**config.mk**
```make
export PLATFORM = sky130hd
export DESIGN_NAME = result_writer
export DESIGN_NICKNAME = d
export VERILOG_FILES = /design/src/rtl/result_writer.sv
export SDC_FILE = /design/constraint.sdc
export NUM_CORES = 1
export LEC_CHECK = 0
export BUFFER_PORTS_ARGS = -buffer_cell sky130_fd_sc_hd__clkbuf_2
export CORE_MARGIN = 5
export CORE_UTILIZATION = 55
export CTS_CLUSTER_DIAMETER = 150
export CTS_CLUSTER_SIZE = 12
export DETAILED_ROUTE_END_ITERATION = 6
export HOLD_SLACK_MARGIN = 0.1
export PLACE_DENSITY = 0.75
export SLEW_MARGIN = 10
export SYNTH_ARGS = -nofsm -noshare
export SYNTH_HDL_FRONTEND = slang
export SYNTH_SLANG_ARGS = --single-unit
```
**constraint.sdc**
```tcl
create_clock -name clk -period 4.9 [get_ports clk]
set_input_delay 0.245 -clock clk [delete_from_list [all_inputs] [get_ports clk]]
set_output_delay 0.245 -clock clk [all_outputs]
set_load 0.005 [all_outputs]
```
**src/rtl/result_writer.sv**
```systemverilog
// rtl/result_writer.sv - packs 8-bit result pixels four per word and writes them to image memory.
// Optional binarisation of incoming pixels: define RESULT_WRITER_THRESH_EN.
module result_writer #(
    parameter int         WORDS_PER_IMAGE = 25344,
    parameter int         BASE_ADDR       = 25344,
    parameter logic [7:0] THRESHOLD       = 8'd128
) (
    input  logic        clk,
    input  logic        reset,
    input  logic        start,
    input  logic [7:0]  pix_in,
    input  logic        pix_valid,
    output logic        pix_ready,
    input  logic        mem_gnt,
    output logic [15:0] addr,
    output logic [31:0] dataW,
    output logic        en,
    output logic        we,
    output logic        finish
);

    localparam logic [16:0] PIX_TOTAL = 17'(4 * WORDS_PER_IMAGE);

    typedef enum logic [1:0] {IDLE, RUN, DRAIN, DONE} state_t;

    state_t      state, state_nxt;
    logic [16:0] pix_cnt;
    logic [15:0] word_idx;
    logic [1:0]  byte_cnt;
    logic [23:0] partial;
    logic [31:0] fifo_mem [2];
    logic        rd_ptr, wr_ptr;
    logic [1:0]  fifo_cnt, fifo_cnt_nxt;
    logic        accept, push, pop, last_pix;
    logic [7:0]  pix_b;

`ifdef RESULT_WRITER_THRESH_EN
    assign pix_b = (pix_in >= THRESHOLD) ? 8'hFF : 8'h00;
`else
    logic [7:0] unused_threshold;
    assign unused_threshold = THRESHOLD;
    assign pix_b = pix_in;
`endif

    // Ready looks at the pre-pop count, so a full FIFO costs one stall cycle.
    assign pix_ready = (state == RUN) && (fifo_cnt < 2'd2);
    assign accept    = pix_valid && pix_ready;
    assign push      = accept && (byte_cnt == 2'd3);
    assign last_pix  = accept && (pix_cnt == PIX_TOTAL - 17'd1);
    assign en        = (fifo_cnt != 2'd0) && mem_gnt;
    assign we        = en;
    assign pop       = en;
    assign addr      = 16'(BASE_ADDR) + word_idx;
    assign dataW     = fifo_mem[rd_ptr];
    assign finish    = (state == DONE);

    always_comb begin
        fifo_cnt_nxt = fifo_cnt;
        if (push && !pop)
            fifo_cnt_nxt = fifo_cnt + 2'd1;
        else if (pop && !push)
            fifo_cnt_nxt = fifo_cnt - 2'd1;
    end

    always_comb begin
        state_nxt = state;
        case (state)
            IDLE:    if (start) state_nxt = RUN;
            RUN:     if (last_pix) state_nxt = DRAIN;
            // Leaving on the committing edge lets finish follow the last write directly.
            DRAIN:   if (fifo_cnt_nxt == 2'd0) state_nxt = DONE;
            DONE:    if (!start) state_nxt = IDLE;
            default: state_nxt = IDLE;
        endcase
    end

    always_ff @(posedge clk or posedge reset) begin
        if (reset) begin
            state       <= IDLE;
            pix_cnt     <= '0;
            word_idx    <= '0;
            byte_cnt    <= '0;
            partial     <= '0;
            fifo_mem[0] <= '0;
            fifo_mem[1] <= '0;
            rd_ptr      <= 1'b0;
            wr_ptr      <= 1'b0;
            fifo_cnt    <= '0;
        end else begin
            state <= state_nxt;
            if (state == IDLE && start) begin
                pix_cnt  <= '0;
                word_idx <= '0;
                byte_cnt <= '0;
            end else begin
                if (accept) begin
                    if (pix_cnt != PIX_TOTAL)
                        pix_cnt <= pix_cnt + 17'd1;
                    byte_cnt <= byte_cnt + 2'd1;
                    if (byte_cnt != 2'd3)
                        partial[8*byte_cnt +: 8] <= pix_b;
                end
                if (pop)
                    word_idx <= word_idx + 16'd1;
            end
            if (push) begin
                fifo_mem[wr_ptr] <= {pix_b, partial};
                wr_ptr           <= ~wr_ptr;
            end
            if (pop)
                rd_ptr <= ~rd_ptr;
            fifo_cnt <= fifo_cnt_nxt;
        end
    end

endmodule

```
== Yosys cells after proc, flatten, opt, wreduce, memory -nomap -nowiden ==
Cells that the tools add are included.

* Add/sub/neg operators: 7
* Magnitude comparators: 4
* Equality and inequality tests: 11
* Shift operators: 2
* Multiplexer cells: 21
* Bitwise logic cells: 5
* Reduce and logical (&&, ||, !) cells: 20

{| class="wikitable"
|+ Operator list
! operator !! number
|-
| 32-bit 2-to-1 mux || 4
|-
| 64-bit bitwise mux || 1
|-
| 17-bit 2-to-1 mux || 3
|-
| 5-bit negation with 34-bit output || 1
|-
| 8-bit by 34-bit variable shift with 24-bit output, first input constant || 1
|-
| 8-bit by 34-bit variable part select with 24-bit output || 1
|-
| 32-bit demux with 1-bit select || 1
|-
| 16-bit 2-to-1 mux || 2
|-
| 24-bit bitwise mux || 1
|-
| 17-bit by 1-bit adder with 17-bit output, second input constant || 1
|-
| 17-bit equality test, second input constant || 1
|-
| 17-bit != test, second input constant || 1
|-
| 15-bit by 16-bit adder with 16-bit output, first input constant || 1
|-
| 16-bit by 1-bit adder with 16-bit output, second input constant || 1
|-
| 2-bit 2-to-1 mux || 8
|-
| 2-bit != test, second input constant || 5
|-
| 1-bit logical AND || 9
|-
| 2-bit case mux with 4 select lines || 1
|-
| 2-bit nonzero test || 4
|-
| 2-bit equality test, second input constant || 3
|-
| 2-bit by 1-bit adder with 2-bit output, second input constant || 2
|-
| 2-bit greater-or-equal comparator, second input constant || 2
|-
| 2-bit logical NOT || 2
|-
| 1-bit NOT with 2-bit output || 2
|-
| other kinds (9) || 12
|}

* Bits in registers: 129
* Bits of input ports: 13
* Output and inout bits: 52
* Logic and storage cells: 80

== Longest topological paths before layout ==
Gate-level depths: netlist of the first run.

* Depth after elaboration: 11
* Mapped depth: 9
* Depth with buffers taken out: 7

== Worst setup path after synthesis of the first run ==
OpenSTA, ideal clock, no wires.

* Kind: reg-to-reg
* Start point: register fifo_cnt[0]
* End point: register state[1]
* Library setup time: 0.125 ns
* Data arrival time: 2.072 ns
* Required time: 4.775 ns
* Path slack: 2.703 ns
* Cell stages (with the launch flop): 9
* Path buffers: 1
* Clock period less this slack: 2.197 ns
* Cell sequence: dfrtp_1 inv_1 ha_1 nor2b_4 buf_6 or4_1 and3_4 a211oi_4 mux2_4

* Elaborated cells on any way between the ends: 19
* Classes of those cells: add/sub (2); order compare (1); eq/ne (2); mux (2); reduce/logical (12)

{| class="wikitable"
|+ RTL lines
! what !! line !! text
|-
| from (decl) || 33 || <nowiki>logic [1:0] fifo_cnt, fifo_cnt_nxt;</nowiki>
|-
| from (signal assigned) || 112 || <nowiki>fifo_cnt <= fifo_cnt_nxt;</nowiki>
|-
| 2-bit nonzero test * || 50 || <nowiki>assign en = (fifo_cnt != 2'd0) && mem_gnt;</nowiki>
|-
| 1-bit logical AND * || 50 ||
|-
| net en || 17 || <nowiki>output logic en,</nowiki>
|-
| 1-bit logical AND / 1-bit logical NOT (equally long branches) || 61, 59 ||
|-
| 2-bit 2-to-1 mux / 1-bit logical AND (equally long branches) || 61, 59 ||
|-
| 2-bit 2-to-1 mux * || 59 || <nowiki>if (push && !pop)</nowiki>
|-
| 2-bit logical NOT * || 71 || <nowiki>DRAIN: if (fifo_cnt_nxt == 2'd0) state_nxt = DONE;</nowiki>
|-
| 2-bit != test (no line) * || n/a ||
|-
| 4-bit AND reduction (no line) * || n/a ||
|-
| to (signal assigned) || 90 || <nowiki>state <= state_nxt;</nowiki>
|-
| to (decl) || 26 || <nowiki>state_t state, state_nxt;</nowiki>
|}

The timed path passes the listed nets; every way through them passes the cells marked *.
A chain may end at the register's enable or synchronous reset.

== Worst setup path after layout of the first run ==
* Start point: register state[0]
* End point: register pix_cnt[10]

* Word-level cells in the longest chain between the ends: 5
* Elaborated cells on any way between the ends: 9
* Classes of those cells: eq/ne (1); mux (1); reduce/logical (7)

{| class="wikitable"
|+ Ends and longest elaborated chain
! what !! line !! text
|-
| 2-bit by 1-bit equality test with 1-bit output || 46 || <nowiki>assign pix_ready = (state == RUN) && (fifo_cnt < 2'd2);</nowiki>
|-
| 1-bit logical AND || 46 ||
|-
| 1-bit logical AND || 47 || <nowiki>assign accept = pix_valid && pix_ready;</nowiki>
|-
| 2-bit nonzero test (no line) || n/a ||
|-
| 2-bit AND reduction (no line) || n/a ||
|-
| to (signal assigned) || 98 || <nowiki>pix_cnt <= pix_cnt + 17'd1;</nowiki>
|-
| to (decl) || 27 || <nowiki>logic [16:0] pix_cnt;</nowiki>
|}

Several ways; a longest one is shown, not always the timed one.

==> flow_metrics.env, run 1 <==
export IMPL_outcome="completed"
export IMPL_drt_pass1_iterations=5
export IMPL_h_tree_depth=4
export IMPL_worst_ir_drop_vdd_uv=275
export IMPL_dp_worst_setup_slack_ns=2.51
export IMPL_synth_area_top_cells="dfrtp_1 52%, mux2_2 18%, nand2_1 4.3%"
export IMPL_drt_iter0_markers=264
export IMPL_remaining_drc_errors=0
export IMPL_fin_ws_ns=2.44
export IMPL_synth_cell_types=47
export IMPL_drtAntennaViolNets=0
export IMPL_worst_skew_pair_late_latency_ns=0.42
export IMPL_max_freq_mhz=407
export IMPL_fin_skew_ns=0.0113
export IMPL_switching_share=0.301
export IMPL_grt_overflow_total=0
export IMPL_crit_required_ns=5.18
export IMPL_syn_to_final_growth_pct=16.7
export IMPL_fp_coreArea_mm2=0.0109
export IMPL_die_w_um=116
export IMPL_intPower_mw=2.71
export IMPL_cts_reportedPaths_clkPinSlew_ns=0.06
export IMPL_slew_violations=0
export IMPL_tns_ns=0
export IMPL_yosysWarnings=0
export IMPL_synth_top_area_share=0.521
export IMPL_yosys_area_top_type="dfrtp_1"
export IMPL_synth_fp_nets=573
export IMPL_critPathMaxFanout=17
export IMPL_grt_pass1_vias=4438
export IMPL_clockPowerShare=0.348
export IMPL_worst_pin_slew_ns=1.18
export IMPL_startpoint_type="register"
export IMPL_portBuffers=64
export IMPL_cts_buffer_depth=2
export IMPL_synthCells=545
export IMPL_drv_cap=0
export IMPL_path_class="reg -> reg"
export IMPL_nNetsFinal=633
export IMPL_initial_core_util=0.566
export IMPL_end_kind="register"
export IMPL_hold_path_class="in -> reg"
export IMPL_slew_headroom=0.210
export IMPL_viasPerCell=5.59
export IMPL_numCtsBuffers=17
export IMPL_grt_max_degree=83
export IMPL_ys_seq_elements=129
export IMPL_synth_seq_area_share=0.521
export IMPL_drive_above_1_share=0.337
export IMPL_root_buffer="clkbuf_16"
export IMPL_grt_pass1_wl_um=21600
export IMPL_wirelength_um=12900
export IMPL_grtUsageTotal=0.206
export IMPL_syn_area_per_cell_um2=11.4
export IMPL_io_pins=65
export IMPL_postCtsResizedCells=0
export IMPL_gp_congestion=0.758
export IMPL_period_share=0.502
export IMPL_dp_hpwl_um=8240
export IMPL_hold_viol=0
export IMPL_total_leakage_power_nw=3.47
export IMPL_cts_setup_buffers=0
export IMPL_synth_ff_type="dfrtp_1"
export IMPL_rsz0062_at_grt="false"
export IMPL_rows=38
export IMPL_arrival_ns=2.74
export IMPL_period_needed_ns=2.46
export IMPL_holdWs_ns=0.129
export IMPL_clock_sinks=129
export IMPL_die_h_um=116
export IMPL_finalSetupViolations=0
export IMPL_power_density_mw_per_mm2=537
export IMPL_power_frac_seq=0.400
export IMPL_dieArea_mm2=0.0135
export IMPL_synth_edf_count=0
export IMPL_n_antenna_cell=0
export IMPL_syn_cell_area_mm2=0.00619
export IMPL_p_switching_mw=1.17
export IMPL_share_comb_of_total_power=0.252
export IMPL_wire_per_inst_um=17.0
export IMPL_antenna_found_initial=0
export IMPL_vias=4239
export IMPL_synthArstFlopShare=1.00
export IMPL_tritoncts="yes"
[critical path, stage by stage (launching register included)]
cell and delay (ns):
dfrtp_1 0.38, inv_1 0.09, ha_1 0.24, nand2_1 0.20
nand4_1 0.18, o21ai_1 0.68, buf_4 0.33, or4_1 0.16
a21oi_1 0.07
[layer usage]
layer / track usage / share of wire / wire length (um)
met1: 0.263 / 0.44 / 5620
met3: 0.0477 / 0.044 / 564
met4: 0.0681 / 0.015 / 191
met2: 0.349 / 0.51 / 6520
met5: 0 / 0 / 0
[cell type report]
type / count / area [um^2]
Clock inverter: 12 / 180
Sequential cell: 129 / 3230
Tap cell: 140 / 175
Clock buffer: 20 / 457
Multi-Input combinational cell: 369 / 2750
Inverter: 17 / 66.3
Fill cell: 827 / 3710
Timing Repair Buffer: 71 / 375
[final timing paths]
check | startpoint | to | slack, ns | depth (start not counted)
max in group asynchronous | reset | fifo_mem[56]$_DFFE_PP0P_ | 3.13 | 4
hold reg to reg | rd_ptr$_DFFE_PP0P_ | rd_ptr$_DFFE_PP0P_ | 0.47 | 1
setup / recovery | state[0]$_DFFE_PP0P_ | pix_cnt[10]$_DFFE_PP0P_ | 2.44 | 8
setup reg to reg | state[0]$_DFFE_PP0P_ | pix_cnt[10]$_DFFE_PP0P_ | 2.44 | 8
min in group asynchronous | reset | fifo_mem[5]$_DFFE_PP0P_ | 0.60 | 3
hold / removal | pix_in[7] | partial[7]$_DFFE_PP0P_ | 0.13 | 3
[placed cells by master (no fill, tap or decap), drive strengths merged, types with 3 or more instances in the layout]
cell type,Yosys,layout
xnor2,13,13
clkinvlp,0,5
nand3,13,13
o21ai,36,36
nand2,71,71
inv,17,19
nor3b,4,4
a21oi,15,15
clkbuf,13,84
dfrtp,129,129
bufinv,0,4
buf,17,6
nand4,5,5
xor2,12,12
and3,5,5
or4,10,10
nor2,26,26
mux2i,4,4
ha,15,15
o31ai,7,7
or3,9,9
and2,3,3
mux2,98,98
[power groups by stage]
stage / combinational, mW / clock [mW] / sequential [mW]
after floorplan: 0.743 / 0 / 1.50
after global placement: 0.948 / 0 / 1.54
after detailed placement: 0.977 / 0 / 1.57
after CTS: 0.992 / 1.37 / 1.55
after global routing: 1.09 / 1.43 / 1.59
final: 0.977 / 1.35 / 1.55
[synth_stat cells, types with 2 or more instances]
library cell / n
dfrtp_1: 129
o211ai_1: 2
mux2_2: 97
nor3b_1: 4
nor3_1: 2
nand4_1: 5
nor2_1: 26
xor2_1: 12
xnor2_1: 13
and2_1: 3
and3_1: 4
buf_4: 9
a21oi_1: 15
buf_1: 2
ha_1: 15
o21ai_0: 35
inv_1: 17
buf_2: 5
nand2_1: 71
or4_1: 10
and4_1: 2
nor4_1: 2
or3_1: 8
o31ai_1: 7
mux2i_1: 4
clkbuf_1: 13
nand3_1: 13
[metrics by stage]
| step | utilization | std cells | cell area [um^2] | power [mW] |
|---|---|---|---|---|
| finish | 0.661 | 758 | 7230 | 3.88 |
| global route | 0.661 | 758 | 7230 | 4.11 |
| CTS | 0.661 | 758 | 7230 | 3.92 |
| detailed placement | 0.602 | 725 | 6580 | 2.54 |
| global placement | 0.602 | 725 | 6580 | 2.49 |
| floorplan | - | 545 | 6190 | 2.24 |
[cell families (layout without fill, tap and decap cells)]
group | Yosys count | count (layout) | synth area share
AND/OR/NAND/NOR | 163 | 163 | 0.133
flip-flops | 129 | 129 | 0.521
multiplexers | 102 | 102 | 0.185
AO/OA/AOI/OAI | 64 | 64 | 0.0592
buffers and inverters | 47 | 120 | 0.0362
XOR/XNOR | 25 | 25 | 0.0353
adder cells (fa/ha/maj) | 15 | 15 | 0.0303
[registers in the layout (all words and copies together), names as in the netlist]
register  flops
byte_cnt      2
wr_ptr        1
state         2
fifo_cnt      2
word_idx     16
fifo_mem     64
partial      24
rd_ptr        1
pix_cnt      17
[what timing repair did]
action	CTS	global route
endpoints found under the setup margin	0	0
hold buffers	1	0
hold endpoints to repair	26	0
(Power assumes the default switching activity.)
==> run 2: changes to the inputs <==
--- a/config.mk
+++ b/config.mk
@@ -5,6 +5,7 @@
 export SDC_FILE = /design/constraint.sdc
 export NUM_CORES = 1
 export LEC_CHECK = 0
+export ABC_AREA = 1
 export BUFFER_PORTS_ARGS = -buffer_cell sky130_fd_sc_hd__clkbuf_2
 export CORE_MARGIN = 5
 export CORE_UTILIZATION = 55
==> constraint.sdc (replaced) <==
create_clock -name clk -period 2.4 [get_ports clk]
set_input_delay 0.12 -clock clk [delete_from_list [all_inputs] [get_ports clk]]
set_output_delay 0.12 -clock clk [all_outputs]
set_load 0.005 [all_outputs]
==> flow_metrics.env, run 2 <==
export IMPL_area_sequential_mm2=0.00323
export IMPL_synth_seq_area_share=0.492
export IMPL_dp_hpwl_um=9970
export IMPL_wire_per_inst_um=14.3
export IMPL_yosys_area_share_simple=0.270
export IMPL_tns_ns=0
export IMPL_mostFrequentLayoutCell="nand2_1"
export IMPL_syn_to_final_growth_pct=16.2
export IMPL_path_class="reg -> reg"
export IMPL_synth_fp_nets=835
export IMPL_wirelength_um=14700
export IMPL_period_needed_ns=2.08
export IMPL_top_register="fifo_mem"
export IMPL_root_buffer="clkbuf_16"
export IMPL_hold_path_class="in -> reg"
export IMPL_tritoncts="yes"
export IMPL_ys_top_cells_by_count="235 x nand2_1, 129 x dfrtp_1, 93 x o21ai_0"
export IMPL_synthMuxAreaShare=0.00172
export IMPL_fin_cells=1029
export IMPL_worst_ir_drop_vdd_uv=533
export IMPL_cts_buffer_depth=2
export IMPL_period_share=0.865
export IMPL_synthArstFlopShare=1.00
export IMPL_remaining_drc_errors=0
export IMPL_syn_area_per_cell_um2=8.12
export IMPL_die_h_um=119
export IMPL_slew_headroom=0.572
export IMPL_crit_required_ns=2.70
export IMPL_finalSetupViolations=0
export IMPL_synth_edf_count=0
export IMPL_intPower_mw=5.11
export IMPL_synth_top_area_share=0.492
export IMPL_synth_most_common_cell="nand2_1"
export IMPL_switching_share=0.348
export IMPL_top_regs="fifo_mem (64), partial (24), pix_cnt (17)"
export IMPL_grt_overflow_total=0
export IMPL_clockPowerShare=0.329
export IMPL_viasPerCell=5.37
export IMPL_dp_worst_setup_slack_ns=0.363
export IMPL_critPathMostFrequentCell="nand2_1"
export IMPL_dpl_cell_count=986
export IMPL_nNetsFinal=901
export IMPL_total_leakage_power_nw=3.80
export IMPL_synth_fa_ha_area_frac=0.0286
export IMPL_ys_seq_elements=129
export IMPL_yosysWarnings=0
export IMPL_rsz0062_at_grt="false"
export IMPL_syn_cell_area_mm2=0.00656
export IMPL_initial_core_util=0.567
export IMPL_cp_num_buf_inv=3
export IMPL_arrival_ns=2.38
export IMPL_cts_setup_buffers=0
export IMPL_end_kind="register"
export IMPL_multiInputGateArea_mm2=0.00275
export IMPL_utilization=0.659
export IMPL_clock_sinks=129
export IMPL_n_antenna_cell=0
export IMPL_slowest_stage="dfrtp_1"
export IMPL_cts_reportedPaths_clkPinSlew_ns=0.05
export IMPL_drt_pass1_iterations=5
export IMPL_numCtsBuffers=17
export IMPL_h_tree_depth=4
export IMPL_power_density_mw_per_mm2=1030
export IMPL_placed_area_mm2=0.00691
export IMPL_hold_viol=0
export IMPL_startpoint_type="register"
export IMPL_grt_pass1_wl_um=25600
export IMPL_vias=5521
export IMPL_share_comb_of_total_power=0.285
export IMPL_holdWs_ns=0.193
export IMPL_slew_violations=0
export IMPL_p_switching_mw=2.73
export IMPL_fin_ws_ns=0.325
export IMPL_layout_common_cells="235 x nand2_1, 129 x dfrtp_1, 93 x o21ai_0, 80 x inv_1, 64 x clkbuf_2"
export IMPL_largest_register_ffs=64
export IMPL_yosys_area_top_type="dfrtp_1"
export IMPL_final_area_mm2=0.00762
export IMPL_drtAntennaViolNets=0
export IMPL_synth_area_top_cells="dfrtp_1 49%, nand2_1 13%, o21ai_0 7.1%"
export IMPL_crit_chain="inv_1 -> ha_1 -> inv_1 -> nand2_2 -> clkinv_1 -> nand2_1 -> nand3_1 -> nand2_1 -> nand2_1 -> nand2_1 -> nand2_1 -> nand2_1 -> nand2_1"
export IMPL_dieArea_mm2=0.0142
export IMPL_io_pins=65
export IMPL_fin_skew_ns=0.00634
export IMPL_antenna_found_initial=0
export IMPL_fp_coreArea_mm2=0.0116
export IMPL_path_delay_family="simple AND/OR/NAND/NOR gates"
export IMPL_portBuffers=64
export IMPL_fillers=947
export IMPL_rows=39
export IMPL_critPathMaxFanout=10
export IMPL_drv_cap=0
export IMPL_gp_congestion=0.885
export IMPL_drive_above_1_share=0.150
export IMPL_postCtsResizedCells=0
export IMPL_synth_cell_types=37
export IMPL_drt_iter0_markers=372
export IMPL_max_freq_mhz=482
export IMPL_worst_pin_slew_ns=0.642
export IMPL_die_w_um=119
export IMPL_total_power_mw=7.85
export IMPL_synth_ff_type="dfrtp_1"
export IMPL_outcome="completed"
export IMPL_synth_compound_area_frac=0.104
export IMPL_grt_pass1_vias=5504
export IMPL_power_frac_seq=0.386
export IMPL_grt_max_degree=66
export IMPL_synthCells=807
export IMPL_synth_top_family_by_area="simple AND/OR/NAND/NOR gates"
export IMPL_worst_skew_pair_late_latency_ns=0.41
export IMPL_grtUsageTotal=0.221
export IMPL_cpPeakStageDelay_ns=0.42
export IMPL_synth_xor_area_frac=0.0147
-- run 2: routing by layer --
layer  part of all wire  wire length (um)  track usage
met1               0.43              6330        0.278
met2               0.49              7250        0.362
met3              0.048               708       0.0431
met4              0.028               410        0.114
met5                  0                 0            0
-- run 2: area by class of cell --
cell class                      count  area share
Clock inverter                      8      0.0131
Multi-Input combinational cell    555       0.360
Tap cell                          143      0.0235
Sequential cell                   129       0.424
Clock buffer                       24      0.0658
Inverter                           86      0.0432
Timing Repair Buffer               84      0.0703
-- run 2: logic make-up (layout without fill, tap and decap cells) --
group	count (synthesis)	in the layout
mux	1	1
xor+xnor	11	11
buf+inv	123	202
fa+ha+maj	15	15
simple gates	395	395
compound gates	133	133
flops	129	129
-- run 2: power by group through the flow --
stage / Sequential [mW] / Clock, mW / Combinational, mW
final: 3.03 / 2.58 / 2.24
after global routing: 3.09 / 2.74 / 2.55
after CTS: 3.03 / 2.62 / 2.26
after detailed placement: 3.06 / 0 / 2.22
after global placement: 3.03 / 0 / 2.12
after floorplan: 2.98 / 0 / 1.62
-- run 2: final timing paths --
check                                         startpoint  cells past startpoint                       end  slack [ns]
worst max-delay path               fifo_cnt[1]$_DFF_PP0_                     13      state[1]$_DFFE_PP0P_        0.32
worst min-delay path                           pix_valid                      5   byte_cnt[0]$_DFFE_PP0P_        0.19
worst max register to register     fifo_cnt[1]$_DFF_PP0_                     13      state[1]$_DFFE_PP0P_        0.32
worst min register to register  fifo_mem[39]$_DFFE_PP0P_                      2  fifo_mem[39]$_DFFE_PP0P_        0.48
max in group asynchronous                          reset                      4  fifo_mem[41]$_DFFE_PP0P_        1.42
min in group asynchronous                          reset                      3   fifo_mem[4]$_DFFE_PP0P_        0.32
-- run 2: worst register-to-register path, stage by stage (launching register included) --
cell and delay [ns]:
dfrtp_1 0.42, inv_1 0.10, ha_1 0.15, inv_1 0.05
nand2_2 0.15, clkinv_1 0.30, nand2_1 0.22, nand3_1 0.09
nand2_1 0.09, nand2_1 0.06, nand2_1 0.10, nand2_1 0.09
nand2_1 0.08, nand2_1 0.06
-- run 2: repair_timing --
item	4_1_cts	5_1_grt
endpoints found under the hold margin	47	0
endpoints found under the setup margin	0	0
hold buffers	11	0
==> run 3: changes to the inputs <==
--- a/config.mk
+++ b/config.mk
@@ -9,6 +9,7 @@
 export BUFFER_PORTS_ARGS = -buffer_cell sky130_fd_sc_hd__clkbuf_2
 export CORE_MARGIN = 5
 export CORE_UTILIZATION = 55
+export CTS_BUF_LIST = sky130_fd_sc_hd__clkbuf_4 sky130_fd_sc_hd__clkbuf_8
 export CTS_CLUSTER_DIAMETER = 150
 export CTS_CLUSTER_SIZE = 12
 export DETAILED_ROUTE_END_ITERATION = 6
==> flow_metrics.env, run 3 (synthesis results as in run 2) <==
export IMPL_top_register="fifo_mem"
export IMPL_n_antenna_cell=0
export IMPL_initial_core_util=0.567
export IMPL_drt_pass1_iterations=5
export IMPL_slew_violations=0
export IMPL_drt_iter0_markers=394
export IMPL_utilization=0.643
export IMPL_r2r_cells=13
export IMPL_total_power_mw=7.16
export IMPL_wire_per_inst_um=14.1
export IMPL_portBuffers=64
export IMPL_tritoncts="yes"
export IMPL_holdWs_ns=0.177
export IMPL_top_regs="fifo_mem (64), partial (24), pix_cnt (17)"
export IMPL_remaining_drc_errors=0
export IMPL_grt_pass1_vias=5455
export IMPL_min_to="byte_cnt[0]$_DFFE_PP0P_"
export IMPL_multiInputGateArea_mm2=0.00275
export IMPL_layout_common_cells="235 x nand2_1, 129 x dfrtp_1, 93 x o21ai_0, 80 x inv_1, 64 x clkbuf_2"
export IMPL_critPathMaxFanout=10
export IMPL_max_freq_mhz=485
export IMPL_dp_hpwl_um=9970
export IMPL_mostFrequentLayoutCell="nand2_1"
export IMPL_r2r_start="fifo_cnt[1]$_DFF_PP0_"
export IMPL_cts_reportedPaths_clkPinSlew_ns=0.07
export IMPL_total_leakage_power_nw=3.72
export IMPL_cts_setup_buffers=0
export IMPL_end_kind="register"
export IMPL_worst_pin_slew_ns=0.642
export IMPL_grt_max_degree=66
export IMPL_viasPerCell=5.34
export IMPL_vias=5492
export IMPL_root_buffer="clkbuf_8"
export IMPL_r2r_end="state[1]$_DFFE_PP0P_"
export IMPL_fp_coreArea_mm2=0.0116
export IMPL_cts_buffer_depth=2
export IMPL_io_pins=65
export IMPL_period_needed_ns=2.06
export IMPL_clock_sinks=129
export IMPL_drv_cap=0
export IMPL_finalSetupViolations=0
export IMPL_grtUsageTotal=0.217
export IMPL_grt_overflow_total=0
export IMPL_arrival_ns=2.39
export IMPL_hold_path_class="in -> reg"
export IMPL_worst_ir_drop_vdd_uv=644
export IMPL_drive_above_1_share=0.152
export IMPL_path_class="reg -> reg"
export IMPL_gp_congestion=0.885
export IMPL_period_share=0.858
export IMPL_wirelength_um=14500
export IMPL_power_density_mw_per_mm2=962
export IMPL_drtAntennaViolNets=0
export IMPL_outcome="completed"
export IMPL_fin_skew_ns=0.0121
export IMPL_h_tree_depth=4
export IMPL_antenna_found_initial=0
export IMPL_worst_skew_pair_late_latency_ns=0.45
export IMPL_hold_start="pix_valid"
export IMPL_hold_viol=0
export IMPL_slew_headroom=0.572
export IMPL_area_sequential_mm2=0.00323
export IMPL_tns_ns=0
export IMPL_dieArea_mm2=0.0142
export IMPL_numCtsBuffers=17
export IMPL_rsz0062_at_grt="false"
export IMPL_crit_required_ns=2.73
export IMPL_grt_pass1_wl_um=25100
export IMPL_rrSetupSlack_ns=0.34
export IMPL_die_h_um=119
export IMPL_rows=39
export IMPL_startpoint_type="register"
export IMPL_hold_depth=5
export IMPL_die_w_um=119
export IMPL_nNetsFinal=901
export IMPL_syn_to_final_growth_pct=13.4
export IMPL_fillers=993
export IMPL_largest_register_ffs=64
## run 3: metrics by stage
step | instance area [um^2] | setup WS [ns] | instances
after floorplan | 6560 | 0.685 | 807
after global placement | 6910 | 0.464 | 986
after detailed placement | 6910 | 0.363 | 986
after CTS | 7440 | 0.358 | 1029
after global routing | 7440 | 0.152 | 1029
final | 7440 | 0.340 | 1029
## run 3: final cells by class
class | count | area share
clock buffer | 24 | 0.0427
sequential | 129 | 0.434
multi-input combinational | 555 | 0.369
timing repair buffer | 84 | 0.0720
clock inverter | 8 | 0.0135
tap | 143 | 0.0241
inverter | 86 | 0.0443
## run 3: worst max path at each step
stage / startpoint / endpoint / slack (ns) / depth (start not counted)
after floorplan: reset / byte_cnt[0]$_DFFE_PP0P_ / 0.68 / 1
after global placement: fifo_cnt[1]$_DFF_PP0_ / state[1]$_DFFE_PP0P_ / 0.46 / 13
after detailed placement: state[0]$_DFFE_PP0P_ / pix_cnt[2]$_DFFE_PP0P_ / 0.36 / 8
after CTS: fifo_cnt[1]$_DFF_PP0_ / state[1]$_DFFE_PP0P_ / 0.36 / 13
after global routing: fifo_cnt[1]$_DFF_PP0_ / state[1]$_DFFE_PP0P_ / 0.15 / 13
final: fifo_cnt[1]$_DFF_PP0_ / state[1]$_DFFE_PP0P_ / 0.34 / 13
## run 3: metal layers
| metal | vias up | share of wire | GRT usage |
|---|---|---|---|
| met5 | - | 0 | 0 |
| met4 | 0 | 0.020 | 0.108 |
| met3 | 21 | 0.051 | 0.0441 |
| met2 | 163 | 0.50 | 0.359 |
| met1 | 2584 | 0.43 | 0.272 |
| li1 | 2724 | - | - |
## run 3: critical path, cell delays in order (launching register included)
cell and delay (ns):
dfrtp_1 0.42, inv_1 0.10, ha_1 0.15, inv_1 0.05, nand2_2 0.14, clkinv_1 0.29, nand2_1 0.22, nand3_1 0.09
nand2_1 0.09, nand2_1 0.07, nand2_1 0.10, nand2_1 0.08, nand2_1 0.08, nand2_1 0.06
## run 3: power breakdown
| group | internal (mW) | switching, mW | leakage (nW) |
|---|---|---|---|
| clock | 1.08 | 0.830 | 0.216 |
| sequential | 2.71 | 0.314 | 1.71 |
| combinational | 0.733 | 1.48 | 1.79 |
| total | 4.53 | 2.63 | 3.72 |
## run 3: what timing repair did
item                                    4_1_cts  5_1_grt
endpoints found under the setup margin        0        0
gates resized for setup                       0        0
hold buffers                                 11        0
hold endpoints to repair                     47        0
